### src/rtl/led_chase_ctrl_pkg.sv
// Shared types for the chasing-LED sequencer.
// State encoding and slow-clock reset level.
package led_chase_ctrl_pkg;

  typedef enum logic [1:0] {
    IDLE,
    RUN_UP,
    RUN_DN,
    HOLD
  } chase_state_t;

  // Delay generator comes out of reset high
  localparam logic SLW_RST = 1'b1;

endpackage

### src/rtl/led_chase_ctrl_if.sv
// Control and LED bundle for the chasing-LED sequencer.
// master drives the controls, slave is the sequencer.
interface led_chase_if #(
  parameter int N_LED = 8,
  parameter int LAP_W = 8,
  parameter int PW    = (N_LED > 1) ? $clog2(N_LED) : 1
);

  logic             slw_clk;
  logic             en;
  logic             dir;
  logic             bounce;
  logic             hold;
  logic [N_LED-1:0] led;
  logic [PW-1:0]    pos;
  logic             step;
  logic             end_evt;
  logic [LAP_W-1:0] lap_cnt;

  modport master (
    output slw_clk, en, dir, bounce, hold,
    input  led, pos, step, end_evt, lap_cnt
  );

  modport slave (
    input  slw_clk, en, dir, bounce, hold,
    output led, pos, step, end_evt, lap_cnt
  );

endinterface

### src/rtl/led_chase_ctrl_rise_edge_det.sv
// Rising-edge detector: one register plus AND.
// Reset level is chosen so a high input at release gives no pulse.
module rise_edge_det #(
  parameter logic RST_VAL = 1'b0
) (
  input  logic clk,
  input  logic reset,
  input  logic d,
  output logic pulse
);

  logic q;

  always_ff @(posedge clk or posedge reset) begin
    if (reset) q <= RST_VAL;
    else       q <= d;
  end

  assign pulse = d & ~q;

endmodule

### src/rtl/led_chase_ctrl.sv
// Chasing-LED sequencer: FSM, position counter,
// one-hot decoder and lap counter, all outputs registered.
module led_chase_ctrl
  import led_chase_ctrl_pkg::*;
#(
  parameter int N_LED = 8,
  parameter int LAP_W = 8
) (
  input logic        clk,
  input logic        reset,
  led_chase_if.slave bus
);

  localparam int PW = (N_LED > 1) ? $clog2(N_LED) : 1;
  localparam logic [PW-1:0] TOP = PW'(N_LED - 1);
  localparam logic [PW-1:0] BOT = '0;
  localparam logic [PW-1:0] ONE = PW'(1);

  chase_state_t     state;
  chase_state_t     ret_st;
  chase_state_t     nxt_st;
  logic [PW-1:0]    pos;
  logic [PW-1:0]    nxt_pos;
  logic             nxt_end;
  logic [N_LED-1:0] led;
  logic             step;
  logic             end_evt;
  logic [LAP_W-1:0] lap;
  logic             rise;

  function automatic logic [N_LED-1:0] dec(
    input logic [PW-1:0] p
  );
    return N_LED'(1) << p;
  endfunction

  rise_edge_det #(
    .RST_VAL (SLW_RST)
  ) u_edge (
    .clk   (clk),
    .reset (reset),
    .d     (bus.slw_clk),
    .pulse (rise)
  );

  // Wrap follows dir each step; bounce follows the run state
  always_comb begin
    nxt_pos = pos;
    nxt_st  = state;
    nxt_end = 1'b0;
    if (!bus.bounce) begin
      if (!bus.dir) begin
        nxt_st = RUN_UP;
        if (pos == TOP) begin
          nxt_pos = BOT;
          nxt_end = 1'b1;
        end else begin
          nxt_pos = pos + ONE;
        end
      end else begin
        nxt_st = RUN_DN;
        if (pos == BOT) begin
          nxt_pos = TOP;
          nxt_end = 1'b1;
        end else begin
          nxt_pos = pos - ONE;
        end
      end
    end else if (state == RUN_DN) begin
      if (pos == BOT) begin
        nxt_pos = ONE;
        nxt_st  = RUN_UP;
        nxt_end = 1'b1;
      end else begin
        nxt_pos = pos - ONE;
      end
    end else begin
      if (pos == TOP) begin
        nxt_pos = TOP - ONE;
        nxt_st  = RUN_DN;
        nxt_end = 1'b1;
      end else begin
        nxt_pos = pos + ONE;
      end
    end
  end

  always_ff @(posedge clk or posedge reset) begin
    if (reset) begin
      state   <= IDLE;
      ret_st  <= IDLE;
      pos     <= '0;
      led     <= '0;
      step    <= 1'b0;
      end_evt <= 1'b0;
      lap     <= '0;
    end else begin
      step    <= 1'b0;
      end_evt <= 1'b0;
      if (!bus.en) begin
        state <= IDLE;
        pos   <= '0;
        led   <= '0;
        lap   <= '0;
      end else begin
        case (state)
          IDLE: begin
            lap <= '0;
            if (bus.dir) begin
              state <= RUN_DN;
              pos   <= TOP;
              led   <= dec(TOP);
            end else begin
              state <= RUN_UP;
              pos   <= BOT;
              led   <= dec(BOT);
            end
          end
          RUN_UP, RUN_DN: begin
            if (bus.hold) begin
              state  <= HOLD;
              ret_st <= state;
            end else if (rise) begin
              state   <= nxt_st;
              pos     <= nxt_pos;
              led     <= dec(nxt_pos);
              step    <= 1'b1;
              end_evt <= nxt_end;
              if (nxt_end) lap <= lap + 1'b1;
            end
          end
          HOLD: begin
            if (!bus.hold) state <= ret_st;
          end
          default: state <= IDLE;
        endcase
      end
    end
  end

  assign bus.led     = led;
  assign bus.pos     = pos;
  assign bus.step    = step;
  assign bus.end_evt = end_evt;
  assign bus.lap_cnt = lap;

endmodule

### src/flat_wrapper.sv
// flat-port wrapper written by rule: the top's interface ports become plain ports
module led_chase_ctrl_flat import led_chase_ctrl_pkg::*;
#(
  parameter int N_LED = 8,
  parameter int LAP_W = 8
)
  (clk, reset, bus_slw_clk, bus_en, bus_dir, bus_bounce, bus_hold, bus_led, bus_pos, bus_step, bus_end_evt, bus_lap_cnt);
  led_chase_if #(.N_LED(N_LED), .LAP_W(LAP_W)) bus_i ();
  input logic clk;
  input logic reset;
  input wire logic [$bits(bus_i.slw_clk)-1:0] bus_slw_clk;
  input wire logic [$bits(bus_i.en)-1:0] bus_en;
  input wire logic [$bits(bus_i.dir)-1:0] bus_dir;
  input wire logic [$bits(bus_i.bounce)-1:0] bus_bounce;
  input wire logic [$bits(bus_i.hold)-1:0] bus_hold;
  output wire logic [$bits(bus_i.led)-1:0] bus_led;
  output wire logic [$bits(bus_i.pos)-1:0] bus_pos;
  output wire logic [$bits(bus_i.step)-1:0] bus_step;
  output wire logic [$bits(bus_i.end_evt)-1:0] bus_end_evt;
  output wire logic [$bits(bus_i.lap_cnt)-1:0] bus_lap_cnt;
  assign bus_i.slw_clk = bus_slw_clk;
  assign bus_i.en = bus_en;
  assign bus_i.dir = bus_dir;
  assign bus_i.bounce = bus_bounce;
  assign bus_i.hold = bus_hold;
  assign bus_led = bus_i.led;
  assign bus_pos = bus_i.pos;
  assign bus_step = bus_i.step;
  assign bus_end_evt = bus_i.end_evt;
  assign bus_lap_cnt = bus_i.lap_cnt;
  led_chase_ctrl #(.N_LED(N_LED), .LAP_W(LAP_W)) u_core (.clk(clk), .reset(reset), .bus(bus_i));
endmodule
### config.mk
export PLATFORM = sky130hd
export DESIGN_NAME = led_chase_ctrl_flat
export DESIGN_NICKNAME = d
export VERILOG_FILES = /design/src/rtl/led_chase_ctrl_pkg.sv /design/src/rtl/led_chase_ctrl_if.sv /design/src/rtl/led_chase_ctrl_rise_edge_det.sv /design/src/rtl/led_chase_ctrl.sv /design/src/flat_wrapper.sv
export SDC_FILE = /design/constraint.sdc
export NUM_CORES = 1
export LEC_CHECK = 0
export ABC_AREA = 1
export BUFFER_PORTS_ARGS = -buffer_cell sky130_fd_sc_hd__clkbuf_2
export CAP_MARGIN = 20
export CORE_MARGIN = 2
export CORE_UTILIZATION = 59
export CTS_BUF_LIST = sky130_fd_sc_hd__clkbuf_8
export DETAILED_ROUTE_END_ITERATION = 10
export GPL_TIMING_DRIVEN = 0
export HOLD_SLACK_MARGIN = 0.15
export PLACE_DENSITY = 0.83
export SLEW_MARGIN = 20
export SYNTH_ARGS = -nofsm -noshare
export SYNTH_HDL_FRONTEND = slang
export SYNTH_SLANG_ARGS = --single-unit
### constraint.sdc
create_clock -name clk -period 3.89 [get_ports clk]
set_input_delay 0.389 -clock clk [delete_from_list [all_inputs] [get_ports clk]]
set_output_delay 0.389 -clock clk [all_outputs]
set_load 0.02 [all_outputs]
==> impl_results.html <==
<table>
<tr><th>Metric</th><th>Value</th></tr>
<tr><th colspan="2">Route</th></tr>
<tr><td>Overall via count from detail_route</td><td>1604</td></tr>
<tr><td>Mean routed wirelength per cell</td><td>12.4 um</td></tr>
<tr><td>Overall routed net length</td><td>3760 um</td></tr>
<tr><td>Number of violations reported at the end of detailed-routing iteration 0</td><td>70</td></tr>
<tr><td>Remaining routing DRC violations</td><td>0</td></tr>
<tr><td>Number of detailed-routing iterations run before antenna repair</td><td>4</td></tr>
<tr><td>DR vias/cell</td><td>5.29</td></tr>
<tr><td>Routed Antenna Nets</td><td>0</td></tr>
<tr><th colspan="2">Synth</th></tr>
<tr><td>Count of flip-flops with a built-in enable after synthesis</td><td>0</td></tr>
<tr><td>Leading cell types by total area after synthesis</td><td>dfrtp_1, nand2_1, ha_1, inv_1, nor2_1</td></tr>
<tr><td>Cell area after synthesis</td><td>1750 um^2</td></tr>
<tr><td>Distinct cells, synth</td><td>29</td></tr>
<tr><td>Net count after synthesis</td><td>260</td></tr>
<tr><td>Synthesized instance count</td><td>242</td></tr>
<tr><td>Library cell with the highest instance count after synthesis</td><td>nand2_1</td></tr>
<tr><td>Ranking of synthesized cells by instance count</td><td>nand2_1, dfrtp_1, inv_1</td></tr>
<tr><td>Avg Inst Size Synth</td><td>7.21 um^2</td></tr>
<tr><td>Register area share after synthesis</td><td>0.373</td></tr>
<tr><td>Count of state elements after synthesis</td><td>26</td></tr>
<tr><td>Most frequently used flop master after synthesis</td><td>dfrtp_1</td></tr>
<tr><td>Area fraction of the dominant cell type after synthesis</td><td>0.358</td></tr>
<tr><td>Biggest area consumer among synthesized cells</td><td>dfrtp_1</td></tr>
<tr><td>Share of async-settable or async-resettable flops after synthesis</td><td>1.00</td></tr>
<tr><td>Synthesis Warnings</td><td>0</td></tr>
<tr><th colspan="2">Finish</th></tr>
<tr><td>Post-route standard cell area excluding fillers</td><td>1990 um^2</td></tr>
<tr><td>Nets</td><td>291</td></tr>
<tr><td>Antenna Diode Count</td><td>0</td></tr>
<tr><td>Layout area overhead</td><td>13.8%</td></tr>
<tr><td>Ratio of cells with drive above 1 in the final layout</td><td>0.217</td></tr>
<tr><td>Final cell utilization of the core</td><td>0.714</td></tr>
<tr><th colspan="2">Clock network</th></tr>
<tr><td>Total setup buffers inserted after CTS</td><td>0</td></tr>
<tr><td>TritonCTS clock tree</td><td>yes</td></tr>
<tr><td>Bufs on Longest Clock Path</td><td>2</td></tr>
<tr><td>Clock transition at path regs</td><td>0.10 ns</td></tr>
<tr><td>Later-pin clock latency in the skew report</td><td>0.28 ns</td></tr>
<tr><td>Htree depth</td><td>1</td></tr>
<tr><td>Root Driver</td><td>clkbuf_8</td></tr>
<tr><td>Hold buffer count at CTS</td><td>0</td></tr>
<tr><td>CTS resizes</td><td>0</td></tr>
<tr><td>Clock buffer count from CTS</td><td>3</td></tr>
<tr><td>Clk sinks</td><td>26</td></tr>
<tr><th colspan="2">STA</th></tr>
<tr><td>Number of hold-slack violations in the final timing report</td><td>0</td></tr>
<tr><td>Slew at the pin closest to its max-slew limit</td><td>0.919 ns</td></tr>
<tr><td>Setup slack of the critical path after layout</td><td>2.03 ns</td></tr>
<tr><td>Final Slew Violations</td><td>0</td></tr>
<tr><td>Clock period minus final worst setup slack</td><td>1.86 ns</td></tr>
<tr><td>Final Cycle Share</td><td>0.479</td></tr>
<tr><td>Count of final setup violators</td><td>0</td></tr>
<tr><td>FMAX</td><td>537 MHz</td></tr>
<tr><td>Setup tns final</td><td>0 ns</td></tr>
<tr><td>Tightest slew margin relative to the limit</td><td>0.384</td></tr>
<tr><td>RSZ-0062 raised after global routing</td><td>no</td></tr>
<tr><td>Layout Skew</td><td>0.00511 ns</td></tr>
<tr><th colspan="2">Critical path</th></tr>
<tr><td>CP Class</td><td>flip-flop to flip-flop</td></tr>
<tr><td>WP data arrival</td><td>2.09 ns</td></tr>
<tr><td>Ordered cell list for the critical path</td><td>ha_1 -&gt; ha_1 -&gt; or2_1 -&gt; nand2_1 -&gt; nand2_1 -&gt; nand2_4 -&gt; nand2_4 -&gt; nand2_4 -&gt; buf_12 -&gt; nand2_2 -&gt; nand2_1</td></tr>
<tr><td>Endpoint kind of the worst setup timing path</td><td>flip-flop</td></tr>
<tr><td>Worst path buffer plus inverter count</td><td>1</td></tr>
<tr><td>Cell class contributing the biggest share of worst-path delay</td><td>simple AND/OR/NAND/NOR gates</td></tr>
<tr><td>Startpoint Class</td><td>flip-flop</td></tr>
<tr><td>Max Fanout on Critical Path</td><td>10</td></tr>
<tr><td>Largest stage delay on the critical path</td><td>0.45 ns</td></tr>
<tr><td>Cell with the largest stage delay on the worst path</td><td>dfrtp_1</td></tr>
<tr><td>Crit path required time</td><td>4.11 ns</td></tr>
<tr><th colspan="2">Global routing</th></tr>
<tr><td>Wire length of the first global-routing pass</td><td>6550 um</td></tr>
<tr><td>Gr usage total</td><td>0.243</td></tr>
<tr><td>Sum of overflow across all layers after global routing</td><td>0</td></tr>
<tr><td>Antenna violations before repair</td><td>0</td></tr>
<tr><td>Largest net degree at the start of global routing</td><td>27</td></tr>
<tr><td>Vias in the first global route</td><td>1531</td></tr>
<tr><th colspan="2">Floorplan</th></tr>
<tr><td>Placeable core region</td><td>2780 um^2</td></tr>
<tr><td>Floorplan row count</td><td>19</td></tr>
<tr><td>Top-level port count</td><td>28</td></tr>
<tr><td>Floorplan die area</td><td>3410 um^2</td></tr>
<tr><td>Starting Density</td><td>0.628</td></tr>
<tr><td>Y dimension of the die</td><td>58.4 um</td></tr>
<tr><td>Die span in x</td><td>58.4 um</td></tr>
<tr><th colspan="2">Power</th></tr>
<tr><td>Power density relative to cell area</td><td>628 nW/um^2</td></tr>
<tr><td>Maximum resistive drop on vdd</td><td>0.460 mV</td></tr>
<tr><td>Static leakage</td><td>1.12 nW</td></tr>
<tr><td>Power Total</td><td>1.25 mW</td></tr>
<tr><th colspan="2">Placement</th></tr>
<tr><td>Final weighted congestion in routability-driven placement</td><td>0.872</td></tr>
<tr><td>Sum of net half-perimeters after detailed placement</td><td>2750 um</td></tr>
<tr><td>Number of I/O port buffers</td><td>26</td></tr>
<tr><td>Post-placement worst setup slack</td><td>2.03 ns</td></tr>
<tr><td>Placement-stage cell area</td><td>1910 um^2</td></tr>
<tr><th colspan="2">Run</th></tr>
<tr><td>Max capacitance violation total</td><td>0</td></tr>
<tr><th colspan="2">Min path</th></tr>
<tr><td>Path type of the worst min-delay path</td><td>input pin to async pin</td></tr>
<tr><th colspan="2">Outcome</th></tr>
<tr><td>Run status</td><td>completed</td></tr>
</table>
-- cell type report --
cell class / instances / area, um^2
plain buffers: 3 / 32.5
inverters: 33 / 124
flip-flops and latches: 26 / 652
well taps: 31 / 38.8
clock inverters: 1 / 30.0
fillers: 252 / 796
clock buffers: 3 / 41.3
repair buffers: 26 / 130
multi-input cells: 180 / 937
-- logic make-up after synthesis --
| group | after synthesis | share of synthesized area |
|---|---|---|
| compound gates | 29 | 0.101 |
| xor+xnor | 3 | 0.0151 |
| fa+ha+maj | 11 | 0.0789 |
| buf+inv | 36 | 0.0896 |
| flops | 26 | 0.373 |
| simple gates | 137 | 0.342 |
-- report_power, final --
group	internal, mW	switching (mW)	leakage [nW]
Combinational	0.218	0.433	0.734
Clock	0.138	0.0936	0.0357
Sequential	0.321	0.0447	0.350
Total	0.676	0.571	1.12
-- path summary, 6_finish.rpt --
check,endpoint,depth (start not counted),startpoint,slack (ns)
min in group clk,u_core.u_edge.q$_DFF_PP1_,1,bus_slw_clk,0.20
worst min-delay path,u_core.bus.led[4]$_DFFE_PP0P_,2,reset,0.16
max in group asynchronous,u_core.bus.step$_DFF_PP0_,2,reset,3.30
worst min register to register,u_core.bus.led[7]$_DFFE_PP0P_,2,u_core.bus.led[7]$_DFFE_PP0P_,0.49
worst max-delay path,u_core.bus.lap_cnt[6]$_DFFE_PP0P_,11,u_core.bus.pos[0]$_DFFE_PP0P_,2.03
worst max register to register,u_core.bus.lap_cnt[6]$_DFFE_PP0P_,11,u_core.bus.pos[0]$_DFFE_PP0P_,2.03
-- stage by stage --
step,hold WS (ns),cells
3_3_place_gp,0.466,299
4_1_cts,0.200,303
6_report,0.162,303
3_5_place_dp,0.465,299
5_1_grt,0.204,303
2_1_floorplan,0.393,242
-- layout by cell type (no fill, tap or decap), types with 3 or more instances in the layout --
cell	n
nand2_4	3
o21ai_0	10
inv_2	8
o21ai_2	3
nand4_1	5
nor2_1	18
clkbuf_2	26
dfrtp_1	25
nand2_2	6
nand3_1	13
clkbuf_8	3
ha_1	11
inv_1	24
nand2_1	85
a21oi_1	3
o21ai_1	6
-- state kept, by name (all words and copies together) (netlist names) --
signal and count:
u_core.bus.end_evt 1, u_core.bus.led 8, u_core.state 2, u_core.u_edge.q 1, u_core.bus.pos 3, u_core.bus.step 1
u_core.bus.lap_cnt 8, u_core.ret_st 2
-- routing by layer --
layer | vias up | part of all wire | global-route usage
li1 | 817 | - | -
met1 | 742 | 0.46 | 0.318
met2 | 38 | 0.48 | 0.421
met3 | 7 | 0.040 | 0.0330
met4 | 0 | 0.013 | 0.0664
met5 | - | 0 | 0
-- worst reg2reg max path, cell delays in order, from the launching register on --
cell and delay, ns:
dfrtp_1 0.45, ha_1 0.28, ha_1 0.23, or2_1 0.21, nand2_1 0.06, nand2_1 0.07
nand2_4 0.10, nand2_4 0.05, nand2_4 0.08, buf_12 0.14, nand2_2 0.06, nand2_1 0.08
No activity file was read; power rests on OpenSTA's default activity.
